File: config.mk
export PLATFORM = sky130hd
export DESIGN_NAME = if_stage_flat
export DESIGN_NICKNAME = d
export VERILOG_FILES = /design/src/rtl/if_stage_if.sv /design/src/rtl/if_stage.sv /design/src/flat_wrapper.sv
export SDC_FILE = /design/constraint.sdc
export NUM_CORES = 1
export LEC_CHECK = 0
export ABC_AREA = 1
export CAP_MARGIN = 15
export CORE_MARGIN = 2
export CORE_UTILIZATION = 40
export CTS_BUF_LIST = sky130_fd_sc_hd__clkbuf_16
export CTS_CLUSTER_SIZE = 30
export DETAILED_ROUTE_END_ITERATION = 16
export PLACE_DENSITY = 0.76
export SETUP_SLACK_MARGIN = 0.15
export SLEW_MARGIN = 20
export SYNTH_ARGS = -nofsm -noshare
export SYNTH_HDL_FRONTEND = slang
export SYNTH_SLANG_ARGS = --single-unit
File: constraint.sdc
create_clock -name clk -period 1.3 [get_ports clk]
set_input_delay 0.13 -clock clk [delete_from_list [all_inputs] [get_ports clk]]
set_output_delay 0.13 -clock clk [all_outputs]
set_load 0.01 [all_outputs]
File: src/rtl/if_stage_if.sv
// ----------------------------------------------------------------------------
// if_stage_if : bundle of everything the fetch stage exchanges with its
//               neighbours (hazard/branch control, instruction memory, IF/ID).
//
//   stall, flush, halt   hazard controls from downstream
//   br_taken, br_target  branch redirect from execute
//   instruction          word returned by instruction memory for pc_addr
//   pc_addr              current PC to instruction memory
//   if_id_*              IF/ID pipeline register contents to decode
//
// modport master : the fetch stage itself
// modport slave  : the surrounding pipeline / memory / test environment
// ----------------------------------------------------------------------------
interface if_stage_if #(
    parameter int WORD_LEN = 16
);
    logic                stall;
    logic                flush;
    logic                halt;
    logic                br_taken;
    logic [WORD_LEN-1:0] br_target;
    logic [WORD_LEN-1:0] instruction;
    logic [WORD_LEN-1:0] pc_addr;
    logic [WORD_LEN-1:0] if_id_instr;
    logic [WORD_LEN-1:0] if_id_pc;
    logic [WORD_LEN-1:0] if_id_pc_next;
    logic                if_id_valid;

    modport master (
        input  stall, flush, halt, br_taken, br_target, instruction,
        output pc_addr, if_id_instr, if_id_pc, if_id_pc_next, if_id_valid
    );

    modport slave (
        output stall, flush, halt, br_taken, br_target, instruction,
        input  pc_addr, if_id_instr, if_id_pc, if_id_pc_next, if_id_valid
    );
endinterface

File: src/rtl/if_stage.sv
// ----------------------------------------------------------------------------
// if_stage : instruction-fetch stage of the 5-stage pipeline.
//
// Owns the PC, presents it combinationally to a zero-latency instruction
// memory and registers the returned word into IF/ID. Per edge, in priority
// order: branch redirect > flush > stall > halt > normal fetch.
//
// Ports:
//   clk        rising-edge pipeline clock
//   rst        asynchronous, active-low reset
//   bus        if_stage_if.master (controls, imem, IF/ID outputs)
//   fetch_cnt  (IF_PERF_CNT_EN only) count of normal-fetch edges
//   stall_cnt  (IF_PERF_CNT_EN only) count of stall-hold edges
//
// Optional feature macro: IF_PERF_CNT_EN adds the two 32-bit performance
// counters; without it the stage has no counter ports or logic.
// ----------------------------------------------------------------------------
module if_stage #(
    parameter int                  WORD_LEN  = 16,
    parameter logic [WORD_LEN-1:0] RESET_PC  = '0,
    parameter logic [WORD_LEN-1:0] PC_STEP   = WORD_LEN'(4),
    parameter logic [WORD_LEN-1:0] NOP_INSTR = '0
) (
    input  logic        clk,
    input  logic        rst,
`ifdef IF_PERF_CNT_EN
    output logic [31:0] fetch_cnt,
    output logic [31:0] stall_cnt,
`endif
    if_stage_if.master  bus
);

    // Which rule this edge takes; decoded once so the PC, IF/ID and the
    // optional counters all agree on the same priority.
    typedef enum logic [2:0] {
        ACT_BRANCH,
        ACT_FLUSH,
        ACT_STALL,
        ACT_HALT,
        ACT_FETCH
    } act_e;

    act_e                act;
    logic [WORD_LEN-1:0] pc;
    logic [WORD_LEN-1:0] pc_inc;

    always_comb begin
        act = ACT_FETCH;
        if (bus.br_taken)   act = ACT_BRANCH;
        else if (bus.flush) act = ACT_FLUSH;
        else if (bus.stall) act = ACT_STALL;   // stall beats halt: IF/ID held
        else if (bus.halt)  act = ACT_HALT;
    end

    // Modulo 2^WORD_LEN: the carry out is simply dropped.
    assign pc_inc      = pc + PC_STEP;
    assign bus.pc_addr = pc;

    always_ff @(posedge clk or negedge rst) begin
        if (!rst) begin
            pc                <= RESET_PC;
            bus.if_id_instr   <= NOP_INSTR;
            bus.if_id_pc      <= '0;
            bus.if_id_pc_next <= '0;
            bus.if_id_valid   <= 1'b0;
        end else begin
            unique case (act)
                ACT_FETCH: begin
                    pc                <= pc_inc;
                    bus.if_id_instr   <= bus.instruction;
                    bus.if_id_pc      <= pc;
                    bus.if_id_pc_next <= pc_inc;
                    bus.if_id_valid   <= 1'b1;
                end
                ACT_STALL: ;   // everything holds
                default: begin
                    // Branch redirects the PC; flush and halt keep it so the
                    // same address is refetched. All three insert a bubble.
                    if (act == ACT_BRANCH) pc <= bus.br_target;
                    bus.if_id_instr   <= NOP_INSTR;
                    bus.if_id_pc      <= '0;
                    bus.if_id_pc_next <= '0;
                    bus.if_id_valid   <= 1'b0;
                end
            endcase
        end
    end

`ifdef IF_PERF_CNT_EN
    always_ff @(posedge clk or negedge rst) begin
        if (!rst) begin
            fetch_cnt <= '0;
            stall_cnt <= '0;
        end else begin
            if (act == ACT_FETCH) fetch_cnt <= fetch_cnt + 32'd1;
            if (act == ACT_STALL) stall_cnt <= stall_cnt + 32'd1;
        end
    end
`endif

endmodule

File: src/flat_wrapper.sv
// flat-port wrapper written by rule: the top's interface ports become plain ports
module if_stage_flat 
#(
    parameter int                  WORD_LEN  = 16,
    parameter logic [WORD_LEN-1:0] RESET_PC  = '0,
    parameter logic [WORD_LEN-1:0] PC_STEP   = WORD_LEN'(4),
    parameter logic [WORD_LEN-1:0] NOP_INSTR = '0
)
  (clk, rst, bus_stall, bus_flush, bus_halt, bus_br_taken, bus_br_target, bus_instruction, bus_pc_addr, bus_if_id_instr, bus_if_id_pc, bus_if_id_pc_next, bus_if_id_valid);
  if_stage_if #(.WORD_LEN(WORD_LEN)) bus_i ();
  input  logic clk;
  input  logic rst;
  input wire logic [$bits(bus_i.stall)-1:0] bus_stall;
  input wire logic [$bits(bus_i.flush)-1:0] bus_flush;
  input wire logic [$bits(bus_i.halt)-1:0] bus_halt;
  input wire logic [$bits(bus_i.br_taken)-1:0] bus_br_taken;
  input wire logic [$bits(bus_i.br_target)-1:0] bus_br_target;
  input wire logic [$bits(bus_i.instruction)-1:0] bus_instruction;
  output wire logic [$bits(bus_i.pc_addr)-1:0] bus_pc_addr;
  output wire logic [$bits(bus_i.if_id_instr)-1:0] bus_if_id_instr;
  output wire logic [$bits(bus_i.if_id_pc)-1:0] bus_if_id_pc;
  output wire logic [$bits(bus_i.if_id_pc_next)-1:0] bus_if_id_pc_next;
  output wire logic [$bits(bus_i.if_id_valid)-1:0] bus_if_id_valid;
  assign bus_i.stall = bus_stall;
  assign bus_i.flush = bus_flush;
  assign bus_i.halt = bus_halt;
  assign bus_i.br_taken = bus_br_taken;
  assign bus_i.br_target = bus_br_target;
  assign bus_i.instruction = bus_instruction;
  assign bus_pc_addr = bus_i.pc_addr;
  assign bus_if_id_instr = bus_i.if_id_instr;
  assign bus_if_id_pc = bus_i.if_id_pc;
  assign bus_if_id_pc_next = bus_i.if_id_pc_next;
  assign bus_if_id_valid = bus_i.if_id_valid;
  if_stage #(.WORD_LEN(WORD_LEN), .RESET_PC(RESET_PC), .PC_STEP(PC_STEP), .NOP_INSTR(NOP_INSTR)) u_core (.clk(clk), .rst(rst), .bus(bus_i));
endmodule
==> results of run 1 <==
[cells by family (layout without fill, tap and decap cells)]
logic type,after synthesis,after routing,share of synthesized area [%]
simple gates,115,115,19.9
compound gates,66,66,15.9
buf+inv,40,185,7.22
flops,63,63,56.5
fa+ha+maj,1,1,0.448
[power groups by stage]
stage | clock [W] | sequential [W] | combinational, W
floorplan | 0 | 0.00221 | 0.000282
global placement | 0 | 0.00218 | 0.000749
detailed placement | 0 | 0.00218 | 0.000761
CTS | 0.00236 | 0.00212 | 0.000832
global route | 0.00247 | 0.00214 | 0.00103
finish | 0.00233 | 0.00213 | 0.000955
[routing by layer]
| metal | GRT usage, % | share of wire (%) | vias up |
|---|---|---|---|
| met3 | 6.60 | 8.1 | 23 |
| li1 | - | - | 1279 |
| met5 | 0 | 0 | - |
| met4 | 9.93 | 2.3 | 0 |
| met2 | 37.8 | 50 | 120 |
| met1 | 27.8 | 39 | 1340 |
[cells in the final DEF (no fill, tap or decap), types with 2 or more instances in the layout]
master,Yosys,final
o21ai_1,0,3
inv_4,0,2
buf_4,2,36
nand3_4,0,2
dfrtp_1,63,58
nand4_1,4,4
dlygate4sd2_1,0,29
clkbuf_2,0,4
nand2_1,47,38
clkbuf_16,0,9
buf_6,4,11
nand3_1,46,34
nor2_4,3,7
dfrtp_2,0,5
nand2_2,0,7
a21oi_2,0,7
o211ai_1,4,4
clkdlybuf4s15_1,0,31
o21ai_0,27,23
clkinvlp_4,0,2
nand2_4,0,2
inv_1,20,18
nand3_2,0,10
clkdlybuf4s50_1,0,33
a32o_1,18,18
a21oi_1,11,4
buf_2,11,2
clkinv_2,0,3
nor2_1,12,8
a22oi_1,4,4
[worst max-delay path by stage]
stage / end / slack, ns / cells after the start
after global routing: u_core.bus.pc_addr[4]$_DFFE_PN0P_ / -0.1 / 6
after detailed placement: u_core.bus.if_id_instr[13]$_DFFE_PN0P_ / -0.33 / 6
after floorplan: u_core.bus.pc_addr[4]$_DFFE_PN0P_ / 0.09 / 5
after CTS: u_core.bus.pc_addr[11]$_DFFE_PN0P_ / 0.01 / 7
final: u_core.bus.pc_addr[6]$_DFFE_PN0P_ / -0.03 / 7
after global placement: u_core.bus.if_id_instr[2]$_DFFE_PN0P_ / -0.27 / 6
[cell usage after synthesis (all sizes together)]
cell type,instances
a32o,18
nor2,16
a22oi,4
o21bai,1
dfrtp,63
ha,1
a21oi,11
o21ai,27
clkbuf,1
buf,18
o211ai,4
o22ai,1
or2,1
nand4,4
inv,21
nand2,48
nand3,46
[state kept, by name (all words and copies together), names as in the netlist]
register / count
u_core.bus.if_id_pc: 14
u_core.bus.pc_addr: 16
u_core.bus.if_id_pc_next: 16
u_core.bus.if_id_valid: 1
u_core.bus.if_id_instr: 16
[layout make-up]
type	instances	area (um^2)	share of cell area, %
multi-input combinational	182	1200	26.0
sequential	63	1580	34.4
clock inverter	7	63.8	1.39
clock buffer	9	225	4.90
tap	80	100	2.18
inverter	21	83.8	1.82
timing repair buffer	148	1350	29.3
[what timing repair did]
item	CTS	global route
endpoints found under the setup margin	124	57
buffers inserted	15	11
gates resized for setup	96	73
pin swaps	10	19
hold buffers	1	0
endpoints found under the hold margin	63	0
[critical path, cell delays in order (launching register included)]
cell     delay (ns)
dfrtp_2        0.41
buf_6          0.13
ha_4           0.17
nand3_4        0.10
inv_4          0.07
buf_4          0.13
o21ai_2        0.12
a22oi_1        0.08
[metrics by stage]
stage / setup WS, ns / utilization (%) / hold slack, ns / std cells / total power (W)
floorplan: 0.0871 / - / -0.166 / 285 / 0.00249
global placement: -0.266 / 58.7 / 0.166 / 467 / 0.00293
detailed placement: -0.328 / 58.7 / 0.171 / 467 / 0.00294
CTS: 0.0123 / 64.7 / 0.165 / 499 / 0.00531
global route: -0.0974 / 68.1 / 0.202 / 510 / 0.00563
finish: -0.0270 / 68.1 / 0.168 / 510 / 0.00542
==> results.md, run 1 <==
- H-tree depth: 3
- Root Buffer: clkbuf_16
- Crit start category: flop
- Seq pwr share: 39.3%
- Syn_area_per_cell: 9.79 um^2
- Register clock-pin slew on the reported worst setup and hold paths: 0.06 ns
- Synth top area share: 56.5%
- NumNets Final: 464
- Post-Syn Area: 2790 um^2
- Failing checks: negative setup slack
- Area after DPL: 3970 um^2
- Ratio of final minimum period to clock period: 102%
- Clk buf depth: 2
- Via total after detailed routing: 2,762
- Die height: 87.5 um
- Clock power frac: 43.0%
- Fillcell total: 516
- Critical Path AT: 1.52 ns
- Core area: 6760 um^2
- Worst Path Max Fanout: 6
- Worst Setup SP: u_core.bus.pc_addr[3]$_DFFE_PN0P_
- Syn_nets: 324
- Worst-margin pin slew: 0.504 ns
- NetSw: 0.00144 W
- RePlAce Congestion: 0.815
- Largest net degree at the start of global routing: 64
- Via-to-Cell Ratio: 5.42
- Initial DRC Count: 178
- Share of cells above drive strength 1: 27.2%
- Initial antenna violation count: 0
- CTS tree: done
- Tot GR Track Use: 22.8%
- Critical Path RT: 1.50 ns
- Worst Hold Launch: bus_stall
- Clock latency on the worst-skew pair: 0.32 ns
- Max Clk Rate: 754 MHz
- DRT Pass-1 Iters: 7
- Slew headroom: 66.4%
- Row count: 30
- Status: finished with violations
- Sw Share: 26.6%
- Routed Antenna Nets: 0
- Setup violators final: 4
- Num CTS Buffers: 9
- Hold endpoint: u_core.bus.if_id_pc_next[1]$_DFFE_PN0P_
- Comb pwr share: 17.6%
- Die Area: 7660 um^2
- Number of synthesized register bits: 63
- Gr ovfl total: 0
- PD cells: 1180 nW/um^2
- Detailed Route WL: 8680 um
- HP Class: in2reg
- Starting density of the core: 41.3%
- Vias in the first global route: 2,859
- Final setup margin: -0.0270 ns
- Hold Path Cell Cnt: 4
- Cell taking the most area after synthesis: dfrtp_1
- Pint: 0.00398 W
- Final instance area: 4600 um^2
- Max-slew violation count: 0
- Drc violations: 0
- IO Count: 103
- R2R depth: 7
- Syn Inst Count: 285
- Synth area leaders: dfrtp_1 (56%), nand3_1 (8.2%), a32o_1 (6.5%)
- Fin. Hold Viols: 0
- Sum of negative setup slack: -0.0651 ns
- Synth unique cells: 24
- Reg-to-reg setup timing slack: -0.03 ns
- First-pass GRT wire length: 13,500 um
- R2R Path Start: u_core.bus.pc_addr[3]$_DFFE_PN0P_
- Crit path kind: reg2reg
- Antenna Cells: 0
- Seq/Total Area, Yosys: 56.5%
- Area grow syn2layout: 64.8%
- Die X: 87.5 um
- Leak pwr: 2.22 nW
- Clk_skew: 0.00623 ns
- CTS sink count: 63
- Maxcap violations: 0
- Worst setup EP type: flop
- R2r endpoint: u_core.bus.pc_addr[6]$_DFFE_PN0P_
- DP HPWL: 5340 um
- RSZ-0062 raised after global routing: yes
- Syn. warnings: 0
- Final Critical Period: 1.33 ns
- Port-buffer cells: 102
- Worst IR Drop VDD: 0.729 mV
- DR WL/cell: 17.0 um
Power figures use the tool's default switching activity.
==> run 2: changes to the inputs <==
- CAP_MARGIN: 15 -> 40
==> results of run 2 <==
Same layout as run 1: the final DEF is identical, and so are final timing and power.
==> run 3: changes to the inputs <==
- CORE_UTILIZATION: 40 -> 48
- PLACE_DENSITY: 0.76 -> 0.82
- clock period: 1.3 -> 1.6 ns (I/O delays scaled with it)
==> run 3 against run 2 <==
Compared with the run above:
- clock-buffer cell count stayed put
- global-route usage is 4.0 points higher
- combinational power is 29% lower
- the flow now finishes without violations
- setup slack improved by 0.19 ns
- largest cell class unchanged
- wire length down 2.4%
- sequential power shrank 19%
- die area fell by 16%
- critical path depth fell by 6
- non-clock buffer count shrank 21
- clock power shrank 21%
- utilization increased by 8.8 points
- critical endpoint is now bus_if_id_pc[1]
- flip-flop and latch count did not move
==> results.md, run 3 (synthesis gave the netlist of run 1 again) <==
- HP Class: in2reg (unchanged)
- Seq pwr share: 40.6% (was 39.3%)
- DRT Pass-1 Iters: 5 (was 7)
- Clk_skew: 0.00744 ns (was 0.00623 ns)
- Sw Share: 25.4% (was 26.6%)
- Crit start category: flop (unchanged)
- Commonest non-fill, non-tap cell in the layout: clkdlybuf4s50_1 (was dfrtp_1)
- Final Critical Period: 1.44 ns
- Port-buffer cells: 102 (unchanged)
- Comb pwr share: 15.9% (was 17.6%)
- Fin. Hold Viols: 0 (unchanged)
- Pre-CTS WS: -0.0617 ns (was -0.328 ns)
- Leak pwr: 2.00 nW (was 2.22 nW)
- Die X: 80.3 um (was 87.5 um)
- RePlAce Congestion: 0.819 (was 0.815)
- Setup violators final: 0 (was 4)
- Area occupied by multi-input gates: 1040 um^2 (was 1200 um^2)
- Ratio of final minimum period to clock period: 89.8%
- Status: finished clean (was finished with violations)
- Crit path kind: reg2out (was reg2reg)
- Crit path largest cell delay: 0.56 ns (was 0.41 ns)
- Pint: 0.00317 W (was 0.00398 W)
- Worst-path cell chain: clkdlybuf4s50_1 (was buf_6 > ha_4 > nand3_4 > inv_4 > buf_4 > o21ai_2 > a22oi_1)
- CTS sink count: 63 (unchanged)
- PD cells: 991 nW/um^2 (was 1180 nW/um^2)
- Max-slew violation count: 0 (unchanged)
- Tot GR Track Use: 26.8% (was 22.8%)
- Worst IR Drop VDD: 0.669 mV (was 0.729 mV)
- Clock power frac: 43.5% (was 43.0%)
- Seq. cell area: 1580 um^2 (about the same)
- RSZ-0062 raised after global routing: yes (unchanged)
- Antenna Cells: 0 (unchanged)
- Max Clk Rate: 696 MHz
- Clock latency on the worst-skew pair: 0.33 ns (was 0.32 ns)
- Via-to-Cell Ratio: 5.68 (was 5.42)
- First-pass GRT wire length: 13,100 um (was 13,500 um)
- NetSw: 0.00108 W (was 0.00144 W)
- Slew headroom: 59.8% (was 66.4%)
- Detailed Route WL: 8470 um (was 8680 um)
- DP HPWL: 5430 um (was 5340 um)
- Num CTS Buffers: 9 (unchanged)
- Share of cells above drive strength 1: 13.0% (was 27.2%)
- Drc violations: 0 (unchanged)
- Die Area: 6440 um^2 (was 7660 um^2)
- Critical Path AT: 1.28 ns (was 1.52 ns)
- Critical path's slowest cell: clkdlybuf4s50_1 (was dfrtp_2)
- Final instance area: 4290 um^2 (was 4600 um^2)
- Worst Path Max Fanout: 3 (was 6)
- Die height: 80.3 um (was 87.5 um)
- Root Buffer: clkbuf_16 (unchanged)
- Row count: 27 (was 30)
- CP bufs+invs: 1 (was 3)
- Fillcell total: 391 (was 516)
- DR WL/cell: 17.6 um (was 17.0 um)
- Critical Path RT: 1.44 ns (was 1.50 ns)
- IO Count: 103 (unchanged)
- Gr ovfl total: 0 (unchanged)
- Via total after detailed routing: 2,728 (was 2,762)
- Maxcap violations: 0 (unchanged)
- Initial DRC Count: 258 (was 178)
- Clk buf depth: 2 (unchanged)
- Register clock-pin slew on the reported worst setup and hold paths: 0.05 ns (was 0.06 ns)
- Area grow syn2layout: 53.6% (was 64.8%)
- Worst setup EP type: primary output (was flop)
- H-tree depth: 3 (unchanged)
- Vias in the first global route: 2,740 (was 2,859)
- Layout Utilization: 76.9% (was 68.1%)
- Worst-margin pin slew: 0.602 ns (was 0.504 ns)
- Largest net degree at the start of global routing: 48 (was 64)
- Highest-count cells in the layout ignoring fill and taps: clkdlybuf4s50_1 (94), dfrtp_1 (62), nand2_1 (47) (was dfrtp_1 (58), nand2_1 (38), buf_4 (36))
- Starting density of the core: 50.1% (was 41.3%)
- Final setup margin: 0.164 ns (was -0.0270 ns)
- NumNets Final: 443 (was 464)
- Routed Antenna Nets: 0 (unchanged)
- CTS tree: done (unchanged)
- Area after DPL: 3900 um^2 (was 3970 um^2)
- Top delay family on crit path: buffers and inverters (was flip-flops)
- Core area: 5570 um^2 (was 6760 um^2)
- Initial antenna violation count: 0 (unchanged)
run 3: cell types whose count changed in the layout (fill, tap and decap cells not counted), moves of 11 or more:
| cell | change |
|---|---|
| buf_4 | -13 |
| nand3_1 | +11 |
| clkdlybuf4s15_1 | -31 |
| dlygate4sd2_1 | -27 |
| buf_6 | -11 |
| clkdlybuf4s50_1 | +61 |
run 3: tightest hold or removal path, cell delays in order:
cell and delay [ns]:
buf_2 0.11, nor2_4 0.06, nand2_1 0.09, o21ai_0 0.08
run 3: path summary, 6_finish.rpt:
kind / startpoint / endpoint / slack [ns] / depth (start not counted)
max in group asynchronous: rst / u_core.bus.if_id_pc[5]$_DFFE_PN0P_ / 0.63 / 3
setup reg to reg: u_core.bus.pc_addr[2]$_DFFE_PN0P_ / u_core.bus.pc_addr[14]$_DFFE_PN0P_ / 0.23 / 7
setup / recovery: u_core.bus.if_id_pc_next[1]$_DFFE_PN0P_ / bus_if_id_pc[1] / 0.16 / 1
hold reg to reg: u_core.bus.pc_addr[1]$_DFFE_PN0P_ / u_core.bus.pc_addr[1]$_DFFE_PN0P_ / 0.51 / 2
min in group asynchronous: rst / u_core.bus.if_id_instr[4]$_DFFE_PN0P_ / 0.38 / 2
hold / removal: bus_stall / u_core.bus.if_id_pc_next[1]$_DFFE_PN0P_ / 0.23 / 4
run 3: layer usage:
metal,vias to the layer above,part of all wire (%),track usage (%)
met3,18,8.8,8.20
li1,1232,-,-
met1,1338,38,32.0
met2,140,50,44.1
met5,-,0,0
met4,0,2.5,12.7
run 3: timing repair:
item / 4_1_cts / 5_1_grt
endpoints found under the hold margin: 23 / 0
buffers inserted: 8 / 0
hold buffers: 1 / 0
gates resized for setup: 4 / 12
setup endpoints to repair: 12 / 16
pin swaps: 0 / 0
run 3: layout make-up:
class | count | area share (%)
inverters | 21 | 1.90
clock buffers | 9 | 5.25
flip-flops and latches | 63 | 36.8
multi-input cells | 182 | 24.2
repair buffers | 127 | 28.5
clock inverters | 6 | 1.28
well taps | 72 | 2.10
run 3: through the flow:
step                instances  hold WS (ns)  total power (W)  setup TNS [ns]
global placement          456         0.193          0.00235         -0.0945
finish                    480         0.230          0.00425               0
CTS                       480         0.225          0.00423               0
detailed placement        456         0.196          0.00237          -0.816
floorplan                 285        -0.136          0.00201               0
global route              480         0.254          0.00438               0
run 3: power by group through the flow:
stage	clock network (W)	logic, W	registers, W
6_report	0.00185	0.000675	0.00173
5_1_grt	0.00191	0.000733	0.00173
4_1_cts	0.00185	0.000658	0.00172
3_5_place_dp	0	0.000600	0.00177
3_3_place_gp	0	0.000585	0.00177
2_1_floorplan	0	0.000219	0.00179
